===== src/rtl/countdown_timer_mmss.sv =====
// BCD MM:SS countdown timer with expiry pulse and timed alarm window.
// Optional COUNTDOWN_AUTO_RELOAD_EN: on expiry reload the last preset and keep running.
module countdown_timer_mmss #(
    parameter int MAX_MIN    = 59,
    parameter int ALARM_SECS = 10
) (
    input  logic       TICK,
    input  logic       RESET_N,
    input  logic       SEC_PULSE,
    input  logic       LOAD,
    input  logic       START,
    input  logic       STOP,
    input  logic [3:0] PRE_M_T,
    input  logic [3:0] PRE_M_O,
    input  logic [3:0] PRE_S_T,
    input  logic [3:0] PRE_S_O,
    output logic [3:0] Q_M_T,
    output logic [3:0] Q_M_O,
    output logic [3:0] Q_S_T,
    output logic [3:0] Q_S_O,
    output logic       Q_DONE,
    output logic       ALARM,
    output logic [1:0] STATE
);

    typedef enum logic [1:0] {
        S_IDLE  = 2'b00,
        S_RUN   = 2'b01,
        S_PAUSE = 2'b10,
        S_EXP   = 2'b11
    } state_t;

    typedef struct packed {
        logic [3:0] mt;
        logic [3:0] mo;
        logic [3:0] st;
        logic [3:0] so;
    } bcd_t;

    localparam int          CW     = $clog2(ALARM_SECS + 2);
    localparam logic [CW-1:0] CNT_LD = CW'(ALARM_SECS);
    localparam logic [6:0]  MAX7   = 7'(MAX_MIN);
    localparam logic [3:0]  MAX_T  = 4'(MAX_MIN / 10);
    localparam logic [3:0]  MAX_O  = 4'(MAX_MIN % 10);
    localparam bcd_t        ONE    = '{mt: 4'd0, mo: 4'd0, st: 4'd0, so: 4'd1};

    state_t        state_q, state_d;
    bcd_t          cur, nxt, pre_c, dec;
    logic          done_q, done_d;
    logic          alarm_q, alarm_d;
    logic [CW-1:0] cnt_q, cnt_d;
    logic [6:0]    min_val;
    logic          is_zero, is_one, load_ok;
`ifdef COUNTDOWN_AUTO_RELOAD_EN
    bcd_t          shadow_q, shadow_d;
`endif

    // Per-digit clamp first, then cap the combined minute value.
    always_comb begin
        pre_c.mt = (PRE_M_T > 4'd9) ? 4'd9 : PRE_M_T;
        pre_c.mo = (PRE_M_O > 4'd9) ? 4'd9 : PRE_M_O;
        pre_c.st = (PRE_S_T > 4'd5) ? 4'd5 : PRE_S_T;
        pre_c.so = (PRE_S_O > 4'd9) ? 4'd9 : PRE_S_O;
        min_val  = 7'(pre_c.mt) * 7'd10 + 7'(pre_c.mo);
        if (min_val > MAX7) begin
            pre_c.mt = MAX_T;
            pre_c.mo = MAX_O;
        end
    end

    // One-second BCD borrow chain.
    always_comb begin
        dec = cur;
        if (cur.so != 4'd0) begin
            dec.so = cur.so - 4'd1;
        end else begin
            dec.so = 4'd9;
            if (cur.st != 4'd0) begin
                dec.st = cur.st - 4'd1;
            end else begin
                dec.st = 4'd5;
                if (cur.mo != 4'd0) begin
                    dec.mo = cur.mo - 4'd1;
                end else begin
                    dec.mo = 4'd9;
                    dec.mt = cur.mt - 4'd1;
                end
            end
        end
    end

    assign is_zero = (cur == '0);
    assign is_one  = (cur == ONE);
    assign load_ok = LOAD && (state_q != S_RUN);

    always_comb begin
        nxt     = cur;
        state_d = state_q;
        done_d  = 1'b0;
        alarm_d = alarm_q;
        cnt_d   = cnt_q;
`ifdef COUNTDOWN_AUTO_RELOAD_EN
        shadow_d = shadow_q;
`endif
        if (load_ok) begin
            nxt     = pre_c;
            state_d = S_IDLE;
            alarm_d = 1'b0;
            cnt_d   = '0;
`ifdef COUNTDOWN_AUTO_RELOAD_EN
            shadow_d = pre_c;
`endif
        end else begin
            case (state_q)
                S_IDLE: begin
                    if (!STOP && START && !is_zero) state_d = S_RUN;
                end
                S_RUN: begin
                    if (STOP) begin
                        state_d = S_PAUSE;
`ifdef COUNTDOWN_AUTO_RELOAD_EN
                        alarm_d = 1'b0;
                        cnt_d   = '0;
`endif
                    end else if (!START && SEC_PULSE) begin
`ifdef COUNTDOWN_AUTO_RELOAD_EN
                        // Alarm window keeps timing out while the count continues.
                        if (alarm_q) begin
                            if (cnt_q <= CW'(1)) begin
                                alarm_d = 1'b0;
                                cnt_d   = '0;
                            end else begin
                                cnt_d = cnt_q - CW'(1);
                            end
                        end
`endif
                        if (is_one) begin
                            done_d  = 1'b1;
                            alarm_d = 1'b1;
                            cnt_d   = CNT_LD;
`ifdef COUNTDOWN_AUTO_RELOAD_EN
                            nxt     = shadow_q;
`else
                            nxt     = '0;
                            state_d = S_EXP;
`endif
                        end else if (!is_zero) begin
                            nxt = dec;
                        end
                    end
                end
                S_PAUSE: begin
                    if (!STOP && START && !is_zero) state_d = S_RUN;
                end
                S_EXP: begin
                    if (STOP) begin
                        alarm_d = 1'b0;
                        cnt_d   = '0;
                        state_d = S_IDLE;
                    end else if (!START && SEC_PULSE) begin
                        if (cnt_q <= CW'(1)) begin
                            alarm_d = 1'b0;
                            cnt_d   = '0;
                            state_d = S_IDLE;
                        end else begin
                            cnt_d = cnt_q - CW'(1);
                        end
                    end
                end
                default: state_d = S_IDLE;
            endcase
        end
    end

    always_ff @(posedge TICK or negedge RESET_N) begin
        if (!RESET_N) begin
            state_q <= S_IDLE;
            cur     <= '0;
            done_q  <= 1'b0;
            alarm_q <= 1'b0;
            cnt_q   <= '0;
        end else begin
            state_q <= state_d;
            cur     <= nxt;
            done_q  <= done_d;
            alarm_q <= alarm_d;
            cnt_q   <= cnt_d;
        end
    end

`ifdef COUNTDOWN_AUTO_RELOAD_EN
    always_ff @(posedge TICK or negedge RESET_N) begin
        if (!RESET_N) shadow_q <= '0;
        else          shadow_q <= shadow_d;
    end
`endif

    assign Q_M_T  = cur.mt;
    assign Q_M_O  = cur.mo;
    assign Q_S_T  = cur.st;
    assign Q_S_O  = cur.so;
    assign Q_DONE = done_q;
    assign ALARM  = alarm_q;
    assign STATE  = state_q;

endmodule

===== config.mk =====
export PLATFORM = sky130hd
export DESIGN_NAME = countdown_timer_mmss
export DESIGN_NICKNAME = d
export VERILOG_FILES = /design/src/rtl/countdown_timer_mmss.sv
export SDC_FILE = /design/constraint.sdc
export NUM_CORES = 1
export LEC_CHECK = 0
export ABC_AREA = 1
export BUFFER_PORTS_ARGS = -buffer_cell sky130_fd_sc_hd__buf_4
export CAP_MARGIN = 30
export CORE_MARGIN = 2
export CORE_UTILIZATION = 56
export CTS_CLUSTER_DIAMETER = 40
export DETAILED_ROUTE_END_ITERATION = 6
export HOLD_SLACK_MARGIN = 0.02
export PLACE_DENSITY = 0.8
export SYNTH_ARGS = -nofsm -noshare
export SYNTH_HDL_FRONTEND = slang
export SYNTH_SLANG_ARGS = --single-unit

===== constraint.sdc =====
create_clock -name TICK -period 2.3 [get_ports TICK]
set_clock_uncertainty 0.2 [all_clocks]
set_input_delay 0.115 -clock TICK [delete_from_list [all_inputs] [get_ports TICK]]
set_output_delay 0.115 -clock TICK [all_outputs]
set_load 0.05 [all_outputs]

==> impl_metrics.env, run 1 <==
export IMPL_use_met3=0.0308
export IMPL_layout_common_cells="nand2_1 (58), buf_4 (54), inv_1 (41), nor2_1 (28), dfrtp_1 (24)"
export IMPL_die_x_um=65.7
export IMPL_dp_hpwl_um=3830
export IMPL_final_setup_tns_ps=0
export IMPL_cts_tree="yes"
export IMPL_synthTopCellsByArea="dfrtp_1 (28%), nand2_1 (11%), inv_1 (7.4%)"
export IMPL_synth_edf_count=0
export IMPL_seqCellArea_sq_um=601
export IMPL_crit_fanout=10
export IMPL_syn_instance_count=289
export IMPL_postSynthAreaPerCell_sq_um=7.39
export IMPL_nNetsFinal=386
export IMPL_ir_worst_vdd_mv=0.689
export IMPL_multi_input_area_sq_mm=0.00134
export IMPL_drc_errors=0
export IMPL_grt_use_met1=0.302
export IMPL_ys_types=41
export IMPL_die_area_sq_mm=0.00432
export IMPL_syn_num_nets=320
export IMPL_critPathCaptureType="flip-flop"
export IMPL_wl_per_cell_um=12.7
export IMPL_gp_congestion=0.875
export IMPL_grt_busiest_layer="met2"
export IMPL_grt_use_met2=0.448
export IMPL_ios=42
export IMPL_die_h_um=65.7
export IMPL_worstPathRequired_ps=2260
export IMPL_core_sq_mm=0.00366
export IMPL_synthMuxAreaShare=0
export IMPL_min_period_ps=2180
export IMPL_start_util=0.583
export IMPL_cts_sink_count=24
export IMPL_finalCritPeriodShare=0.949
export IMPL_leakage_nw=1.40
export IMPL_fillers=293
export IMPL_drt_pass1_iterations=6
export IMPL_start_kind="flip-flop"
export IMPL_utilization=0.754
export IMPL_status="complete, no violations"
export IMPL_h_tree_depth=1
export IMPL_layout_drive_gt1_share=0.326
export IMPL_clkSlewWorstSetupHoldPaths_ps=90
export IMPL_vias=2100
export IMPL_grt_pass1_vias=1965
export IMPL_hold_path_class="input port to flip-flop"
export IMPL_insertion_delay_ps=270
export IMPL_n_antenna_cell=0
export IMPL_max_cap_violations=0
export IMPL_maxClockFrequency_ghz=0.458
export IMPL_io_buffer_count=41
export IMPL_power_per_cell_area_mw_per_mm2=1220
export IMPL_async_reset_ff_frac=1.00
export IMPL_slew_violations=0
export IMPL_grt_max_degree=25
export IMPL_cts_buffers=3
export IMPL_ys_seq_area_frac=0.281
export IMPL_synth_compound_area_frac=0.135
export IMPL_synth_fa_ha_area_frac=0.0563
export IMPL_synth_flop_cell="dfrtp_1"
export IMPL_first_iter_violations=140
export IMPL_synthXorXnorAreaFrac=0.0246
export IMPL_grt_pass1_wl_um=8360
export IMPL_num_rows=22
export IMPL_arrival_ps=2140
export IMPL_cts_root_buffer="clkbuf_8"
export IMPL_antenna_found_initial=0
export IMPL_wl_um=5090
export IMPL_synth_area_sq_mm=0.00213
export IMPL_clock_path_buffers=2
export IMPL_hold_viol=0
export IMPL_synth_top_area_frac=0.281
export IMPL_place_inst=387
export IMPL_power_total_w=0.00335
export IMPL_path_class="flip-flop to flip-flop"
export IMPL_viasPerCell=5.24
export IMPL_hold_ws_ps=42.6
export IMPL_ys_ff_latch=24
export IMPL_synth_top_family_by_area="simple AND/OR/NAND/NOR gates"
export IMPL_final_setup_viol_count=0
export IMPL_syn_to_final_growth_pct=29.2
export IMPL_synth_simple_gate_area_share=0.393
export IMPL_ys_warn_count=0
export IMPL_grt_usage=0.245
export IMPL_instances_no_fill=401
export IMPL_layout_commonest_cell="nand2_1"
export IMPL_synth_area_leader_cell="dfrtp_1"
export IMPL_r2r_slack_ps=120
export IMPL_grt_ovfl_total=0
export IMPL_postRouteAntennaNets=0
[cells in the mapped netlist (all sizes together), types with 2 or more instances]
master,count
nor3,5
a21oi,19
dfrtp,24
nand4,8
nand3,22
xor2,4
nor2,37
inv,50
ha,8
buf,2
o21ai,20
o211ai,2
clkinv,2
xnor2,2
a31oi,4
nand2,71
nand3b,3
[metrics by stage]
stage | setup slack [ps] | area, sq um
after CTS | 9.61 | 2710
final | 116 | 2760
after global placement | -86.6 | 2570
after floorplan | 16.6 | 2130
after detailed placement | -201 | 2570
after global routing | -22.3 | 2760
[worst paths after layout]
kind / to / startpoint / depth (start not counted)
worst max-delay path: Q_M_T[3] / Q_M_T[1] / 13
worst min-delay path: Q_DONE / SEC_PULSE / 5
worst max register to register: Q_M_T[3] / Q_M_T[1] / 13
worst min register to register: ALARM / ALARM / 2
max in group asynchronous: Q_M_O[3] / RESET_N / 2
min in group asynchronous: Q_S_T[0] / RESET_N / 2
[cell families (layout without fill, tap and decap cells)]
group | after synthesis | count (layout)
flops | 24 | 24
other cells | 1 | 1
compound gates | 47 | 47
fa+ha+maj | 9 | 9
buf+inv | 55 | 119
simple gates | 147 | 147
xor+xnor | 6 | 6
[registers in the layout (all words and copies together), names as in the netlist]
signal	count
ALARM	1
Q_S_T	4
Q_M_O	4
Q_M_T	4
Q_DONE	1
Q_S_O	4
cnt_q	4
STATE	2
[final cells by class]
cell class | count | area share
multi-input combinational | 210 | 0.487
sequential | 24 | 0.218
timing repair buffer | 64 | 0.183
inverter | 52 | 0.0753
tap | 48 | 0.0218
clock buffer | 3 | 0.0150
[worst max-delay path: stages (launching register included)]
cell and delay (ps):
dfrtp_1 410, inv_1 60, ha_1 180, inv_1 70
nor3_2 150, nand4_1 150, clkinv_1 90, nand4_1 130
nand2_2 140, nand2_4 110, nand4_4 150, inv_2 70
nor2_1 110, a21oi_1 50
[layer usage]
| metal | wire, um | vias up |
|---|---|---|
| met4 | 111 | 0 |
| met5 | 0 | - |
| met3 | 204 | 12 |
| met1 | 2220 | 967 |
| li1 | - | 1068 |
| met2 | 2560 | 53 |
[timing repair]
action,CTS,global route
endpoints found under the hold margin,31,0
hold buffers,10,0
resized for setup,0,10
setup buffers,0,2
endpoints found under the setup margin,0,15
[power by group]
group	switching, W	total [W]	internal, W
Combinational	0.00153	0.00228	0.000754
Sequential	0.000208	0.000819	0.000611
Clock	0.000138	0.000256	0.000117
Total	0.00187	0.00335	0.00148
Note: power is estimated with default switching activity, not from simulation.
==> run 2: changes to the inputs <==
CORE_UTILIZATION = 60   (was 56)
PLACE_DENSITY = 0.85   (was 0.8)
clock period = 2.8 ns   (was 2.3 ns; I/O delays follow)
==> run 2 against run 1 <==
First-iteration DRC count fell by 56%; global-route usage is 0.99 points higher; sequential power shrank 19%; worst setup slack better by 180 ps; critical path depth increased by 2; clock-buffer cell count is the same; largest cell class unchanged; highest routed layer unchanged.
==> impl_metrics.env, run 2 (synthesis gave the netlist of run 1 again) <==
export IMPL_drt_pass1_iterations=4
export IMPL_cts_buffers=3
export IMPL_holdPathEnd="Q_S_T[2]"
export IMPL_dp_hpwl_um=3620
export IMPL_layout_commonest_cell="nand2_1"
export IMPL_leakage_nw=1.39
export IMPL_grt_ovfl_total=0
export IMPL_ios=42
export IMPL_start_util=0.630
export IMPL_ff2ff_path_depth=9
export IMPL_cts_tree="yes"
export IMPL_grt_usage=0.255
export IMPL_antenna_found_initial=0
export IMPL_grt_pass1_vias=1982
export IMPL_startpoint="PRE_M_T[0]"
export IMPL_vias=2063
export IMPL_holdPathStages=5
export IMPL_grt_pass1_wl_um=8350
export IMPL_place_inst=373
export IMPL_power_per_cell_area_mw_per_mm2=1010
export IMPL_finalCritPeriodShare=0.896
export IMPL_viasPerCell=5.24
export IMPL_die_x_um=63.6
export IMPL_status="complete, no violations"
export IMPL_insertion_delay_ps=330
export IMPL_slowest_stage="fa_2"
export IMPL_r2r_slack_ps=410
export IMPL_start_kind="input port"
export IMPL_grt_max_degree=25
export IMPL_wl_per_cell_um=12.5
export IMPL_clkSlewWorstSetupHoldPaths_ps=130
export IMPL_rsz0062_at_grt="no"
export IMPL_layout_common_cells="nand2_1 (60), inv_1 (42), buf_4 (41), nor2_1 (28), dfrtp_1 (24)"
export IMPL_num_rows=21
export IMPL_first_iter_violations=61
export IMPL_critPathCaptureType="flip-flop"
export IMPL_min_period_ps=2510
export IMPL_seqCellArea_sq_um=601
export IMPL_worstPathRequired_ps=2870
export IMPL_maxClockFrequency_ghz=0.399
export IMPL_hold_viol=0
export IMPL_slew_violations=0
export IMPL_cp_cell_sequence="dlygate4sd3_1, buf_4, nor2_2, inv_1, ha_1, ha_2, fa_2, inv_1, nand3_1, nand2_1, inv_2, nand3_4, nand3_2, nand2_1, a21oi_2"
export IMPL_crit_fanout=8
export IMPL_h_tree_depth=1
export IMPL_final_setup_viol_count=0
export IMPL_drc_errors=0
export IMPL_final_setup_tns_ps=0
export IMPL_min_from="PRE_S_T[2]"
export IMPL_fillers=253
export IMPL_gp_congestion=0.854
export IMPL_layout_drive_gt1_share=0.287
export IMPL_cts_sink_count=24
export IMPL_path_buf_inv=5
export IMPL_nNetsFinal=380
export IMPL_cts_root_buffer="clkbuf_4"
export IMPL_instances_no_fill=394
export IMPL_wl_um=4930
export IMPL_ir_worst_vdd_mv=0.678
export IMPL_hold_path_class="input port to flip-flop"
export IMPL_die_area_sq_mm=0.00405
export IMPL_core_sq_mm=0.00339
export IMPL_arrival_ps=2570
export IMPL_io_buffer_count=41
export IMPL_n_antenna_cell=0
export IMPL_multi_input_area_sq_mm=0.00133
export IMPL_postRouteAntennaNets=0
export IMPL_die_h_um=63.6
export IMPL_r2r_end="Q_DONE"
export IMPL_crit_reg2reg_launch="Q_M_T[0]"
export IMPL_max_cap_violations=0
export IMPL_path_class="input port to flip-flop"
export IMPL_syn_to_final_growth_pct=27.7
export IMPL_clock_path_buffers=2
export IMPL_cpPeakStageDelay_ps=560
export IMPL_cpLargestDelayFamily="adder cells"
run 2: changes by cell type in the layout (fill, tap and decap cells not counted), sizes merged:
cell,previous run,this run
dlygate4sd3,10,15
bufinv,0,1
dlymetal6s4s,0,1
buf,54,42
run 2: worst reg2reg max path, delay by kind of cell, from the launching register on:
| kind | cells | cell delay [ps] |
|---|---|---|
| adders and majority gates | 1 | 170 |
| buffers and inverters | 3 | 690 |
| DFF | 1 | 450 |
| and+or+nand+nor | 5 | 820 |
run 2: worst max path at each step:
stage	endpoint	slack, ps	cells after the start
2_1_floorplan	Q_M_T[2]	490	15
3_3_place_gp	Q_M_O[0]	270	16
3_5_place_dp	Q_M_T[2]	210	16
4_1_cts	Q_M_T[2]	80	17
5_1_grt	Q_M_T[2]	170	15
6_report	Q_M_T[0]	290	15
run 2: what timing repair did:
item	CTS	global route
hold buffers	16	0
endpoints found under the setup margin	0	8
hold endpoints to repair	38	0
setup buffers	0	1
gates resized for setup	0	7
run 2: power breakdown:
part,leakage [nW],switching [W],internal [W]
sequential,0.288,0.000167,0.000500
clock,0.0279,0.000116,0.000145
combinational,1.07,0.00123,0.000599
run 2: routing by layer:
layer / wire length, um / global-route usage
met1: 2230 / 0.316
met2: 2470 / 0.462
met3: 172 / 0.0250
met4: 53 / 0.0761
met5: 0 / 0
run 2: cell type report:
class                      instances  area share
multi-input combinational        210       0.486
sequential                        24       0.220
timing repair buffer              58       0.177
inverter                          52      0.0762
tap                               46      0.0211
clock inverter                     1      0.0110
clock buffer                       3     0.00826
run 2: stage by stage:
step                setup WS (ps)  hold WS, ps  instance area (sq um)   util  power [W]
floorplan                     492         -356                   2130      -    0.00205
global placement              268         -140                   2480  0.731    0.00243
detailed placement            213         -143                   2480  0.731    0.00248
CTS                          80.0         20.9                   2690  0.794    0.00275
global route                  170         34.3                   2730  0.804    0.00297
finish                        292         21.2                   2730  0.804    0.00276
==> run 3: changes to the inputs <==
ABC_AREA = unset   (was 1)
CORE_UTILIZATION = 59   (was 60)
MAX_ROUTING_LAYER = met4   (was unset)
==> run 3 against run 2 <==
Clock power shrank 25%; highest routed layer unchanged; combinational power is 12% lower; routed wire length increased by 0.55%; non-clock buffer count is 10 higher; synthesized cell count decreased by 24%; area after synthesis down 10%; sequential share of layout area increased by 1.7 points; cell count decreased by 16%; critical path type is now flip-flop to flip-flop; clock-buffer cell count increased by 1; design area shrank 7.1%; largest power group unchanged; register-to-register slack got worse by 140 ps.
==> impl_metrics.env, run 3 <==
export IMPL_p_sw_w=0.00135
export IMPL_ys_types=62
export IMPL_clock_power_share=0.077
export IMPL_max_cap_violations=0
export IMPL_wl_per_cell_um=15.1
export IMPL_postSynthAreaPerCell_sq_um=8.76
export IMPL_cts_buffers=3
export IMPL_h_tree_depth=1
export IMPL_grt_max_degree=25
export IMPL_drt_pass1_iterations=4
export IMPL_fin_area_sq_mm=0.00253
export IMPL_first_iter_violations=146
export IMPL_rsz0062_at_grt="no"
export IMPL_slowest_stage="dlygate4sd3_1"
export IMPL_wl_um=4960
export IMPL_clkSlewWorstSetupHoldPaths_ps=140
export IMPL_ctsResizeCount=0
export IMPL_vias=1961
export IMPL_synth_flop_cell="dfrtp_1"
export IMPL_startpoint="Q_S_O[1]"
export IMPL_synthTopCellsByArea="dfrtp_1 (31%), o21ai_0 (6.5%), ha_1 (5.2%)"
export IMPL_start_util=0.623
export IMPL_cts_root_buffer="clkbuf_4"
export IMPL_die_area_sq_mm=0.00372
export IMPL_slew_headroom=0.429
export IMPL_hold_path_class="input port to asynchronous set/reset pin"
export IMPL_arrival_ps=2620
export IMPL_instances_no_fill=329
export IMPL_synth_top_area_frac=0.313
export IMPL_postRouteAntennaNets=0
export IMPL_internal_power_w=0.00117
export IMPL_final_setup_viol_count=0
export IMPL_layout_common_cells="buf_4 (49), o21ai_0 (25), dfrtp_1 (24), dlygate4sd3_1 (19), nor2_1 (18)"
export IMPL_finalCritPeriodShare=0.903
export IMPL_cpPeakStageDelay_ps=590
export IMPL_dpl_cell_area_sq_mm=0.00231
export IMPL_maxClockFrequency_ghz=0.395
export IMPL_nNetsFinal=317
export IMPL_io_buffer_count=41
export IMPL_syn_instance_count=219
export IMPL_layout_commonest_cell="buf_4"
export IMPL_hold_ws_ps=18.2
export IMPL_r2r_end="Q_DONE"
export IMPL_worst_slew_pin_slew_ps=843
export IMPL_layout_drive_gt1_share=0.256
export IMPL_place_inst=306
export IMPL_antenna_found_initial=0
export IMPL_ys_ff_latch=24
export IMPL_start_kind="flip-flop"
export IMPL_path_class="flip-flop to flip-flop"
export IMPL_hold_buffers=19
export IMPL_r2r_slack_ps=270
export IMPL_endpoint="Q_DONE"
export IMPL_synth_edf_count=0
export IMPL_syn_num_nets=250
export IMPL_synth_area_sq_mm=0.00192
export IMPL_insertion_delay_ps=340
export IMPL_final_setup_tns_ps=0
export IMPL_grt_ovfl_total=0
export IMPL_power_per_cell_area_mw_per_mm2=998
export IMPL_grt_usage=0.299
export IMPL_swShare=0.536
export IMPL_cts_sink_count=24
export IMPL_cp_cell_sequence="nor4b_2, nand4_2, nor4_1, dlygate4sd3_1"
export IMPL_async_reset_ff_frac=1.00
export IMPL_viasPerCell=5.96
export IMPL_dp_hpwl_um=3380
export IMPL_core_sq_mm=0.00308
export IMPL_hold_viol=0
export IMPL_slew_violations=0
export IMPL_ys_warn_count=0
export IMPL_cts_tree="yes"
export IMPL_post_cts_buffers=0
export IMPL_crit_fanout=7
export IMPL_crit_reg2reg_launch="Q_S_O[1]"
export IMPL_synth_area_leader_cell="dfrtp_1"
export IMPL_syn_to_final_growth_pct=32.1
export IMPL_ir_worst_vdd_mv=0.525
export IMPL_status="complete, no violations"
export IMPL_n_antenna_cell=0
export IMPL_ff2ff_path_depth=4
export IMPL_combPwrFrac=0.637
export IMPL_die_h_um=61.0
export IMPL_num_rows=20
export IMPL_synth_common_cells="o21ai_0 (25), dfrtp_1 (24), nor2_1 (18)"
export IMPL_die_x_um=61.0
export IMPL_worstPathRequired_ps=2890
export IMPL_gp_congestion=0.886
export IMPL_min_period_ps=2530
export IMPL_ys_seq_area_frac=0.313
export IMPL_leakage_nw=1.08
export IMPL_drc_errors=0
export IMPL_yosysMostFrequentCell="o21ai_0"
export IMPL_ios=42
export IMPL_grt_pass1_wl_um=7920
export IMPL_grt_pass1_vias=1793
export IMPL_clock_path_buffers=2
export IMPL_seq_power_share=0.286
export IMPL_critPathCaptureType="flip-flop"
==> run 3: changes by cell type in the layout (fill, tap and decap cells not counted), sizes merged, moves of 7 or more <==
cell,previous run,this run
nand2,71,18
inv,50,7
nand3,22,3
nor2,37,19
o21ai,20,34
buf,42,49
==> run 3: critical path: cells and delay by family, from the launching register on <==
family	cells	cell delay [ps]
and+or+nand+nor	3	1180
buffers and inverters	1	590
DFF	1	500
==> run 3: final cells by class <==
class | count | area, sq um
Clock buffer | 4 | 36.3
Fill cell | 203 | 544
Inverter | 7 | 26.3
Multi-Input combinational cell | 182 | 1260
Sequential cell | 24 | 601
Tap cell | 44 | 55.1
Timing Repair Buffer | 68 | 558
==> run 3: routing by layer <==
| metal | track usage | up-vias | wire length [um] |
|---|---|---|---|
| met2 | 0.496 | 83 | 2490 |
| li1 | - | 951 | - |
| met5 | - | - | 0 |
| met1 | 0.359 | 912 | 2080 |
| met3 | 0.0315 | 15 | 234 |
| met4 | 0.152 | 0 | 153 |
==> run 3: worst min-delay path by stage <==
stage	startpoint	endpoint	slack, ps	depth (start not counted)
3_5_place_dp	RESET_N	Q_S_O[1]	-140	1
3_3_place_gp	RESET_N	Q_S_O[0]	-140	1
6_report	RESET_N	Q_S_O[0]	20	2
4_1_cts	PRE_M_O[2]	Q_M_O[2]	20	4
2_1_floorplan	RESET_N	ALARM	-360	0
5_1_grt	RESET_N	Q_S_O[1]	30	2
==> run 3: cells by family after synthesis <==
| family | count (synthesis) | share of synthesized area |
|---|---|---|
| flip-flops | 24 | 0.313 |
| AND/OR/NAND/NOR | 78 | 0.250 |
| AO/OA/AOI/OAI | 81 | 0.275 |
| other | 1 | 0.00196 |
| adder cells (fa/ha/maj) | 9 | 0.0626 |
| XOR/XNOR | 6 | 0.0274 |
| buffers and inverters | 13 | 0.0313 |
| multiplexers | 7 | 0.0385 |
==> run 3: power groups by stage <==
stage	clock (W)	sequential (W)	combinational (W)
2_1_floorplan	0	0.00108	0.000762
3_3_place_gp	0	0.000720	0.00153
3_5_place_dp	0	0.000725	0.00155
4_1_cts	0.000196	0.000717	0.00159
5_1_grt	0.000208	0.000749	0.00175
6_report	0.000195	0.000724	0.00161
==> run 3: through the flow <==
step	total power (W)	setup WS, ps	util
2_1_floorplan	0.00184	338	-
3_3_place_gp	0.00225	268	0.750
3_5_place_dp	0.00227	77.0	0.750
4_1_cts	0.00250	312	0.823
5_1_grt	0.00271	142	0.823
6_report	0.00253	271	0.823
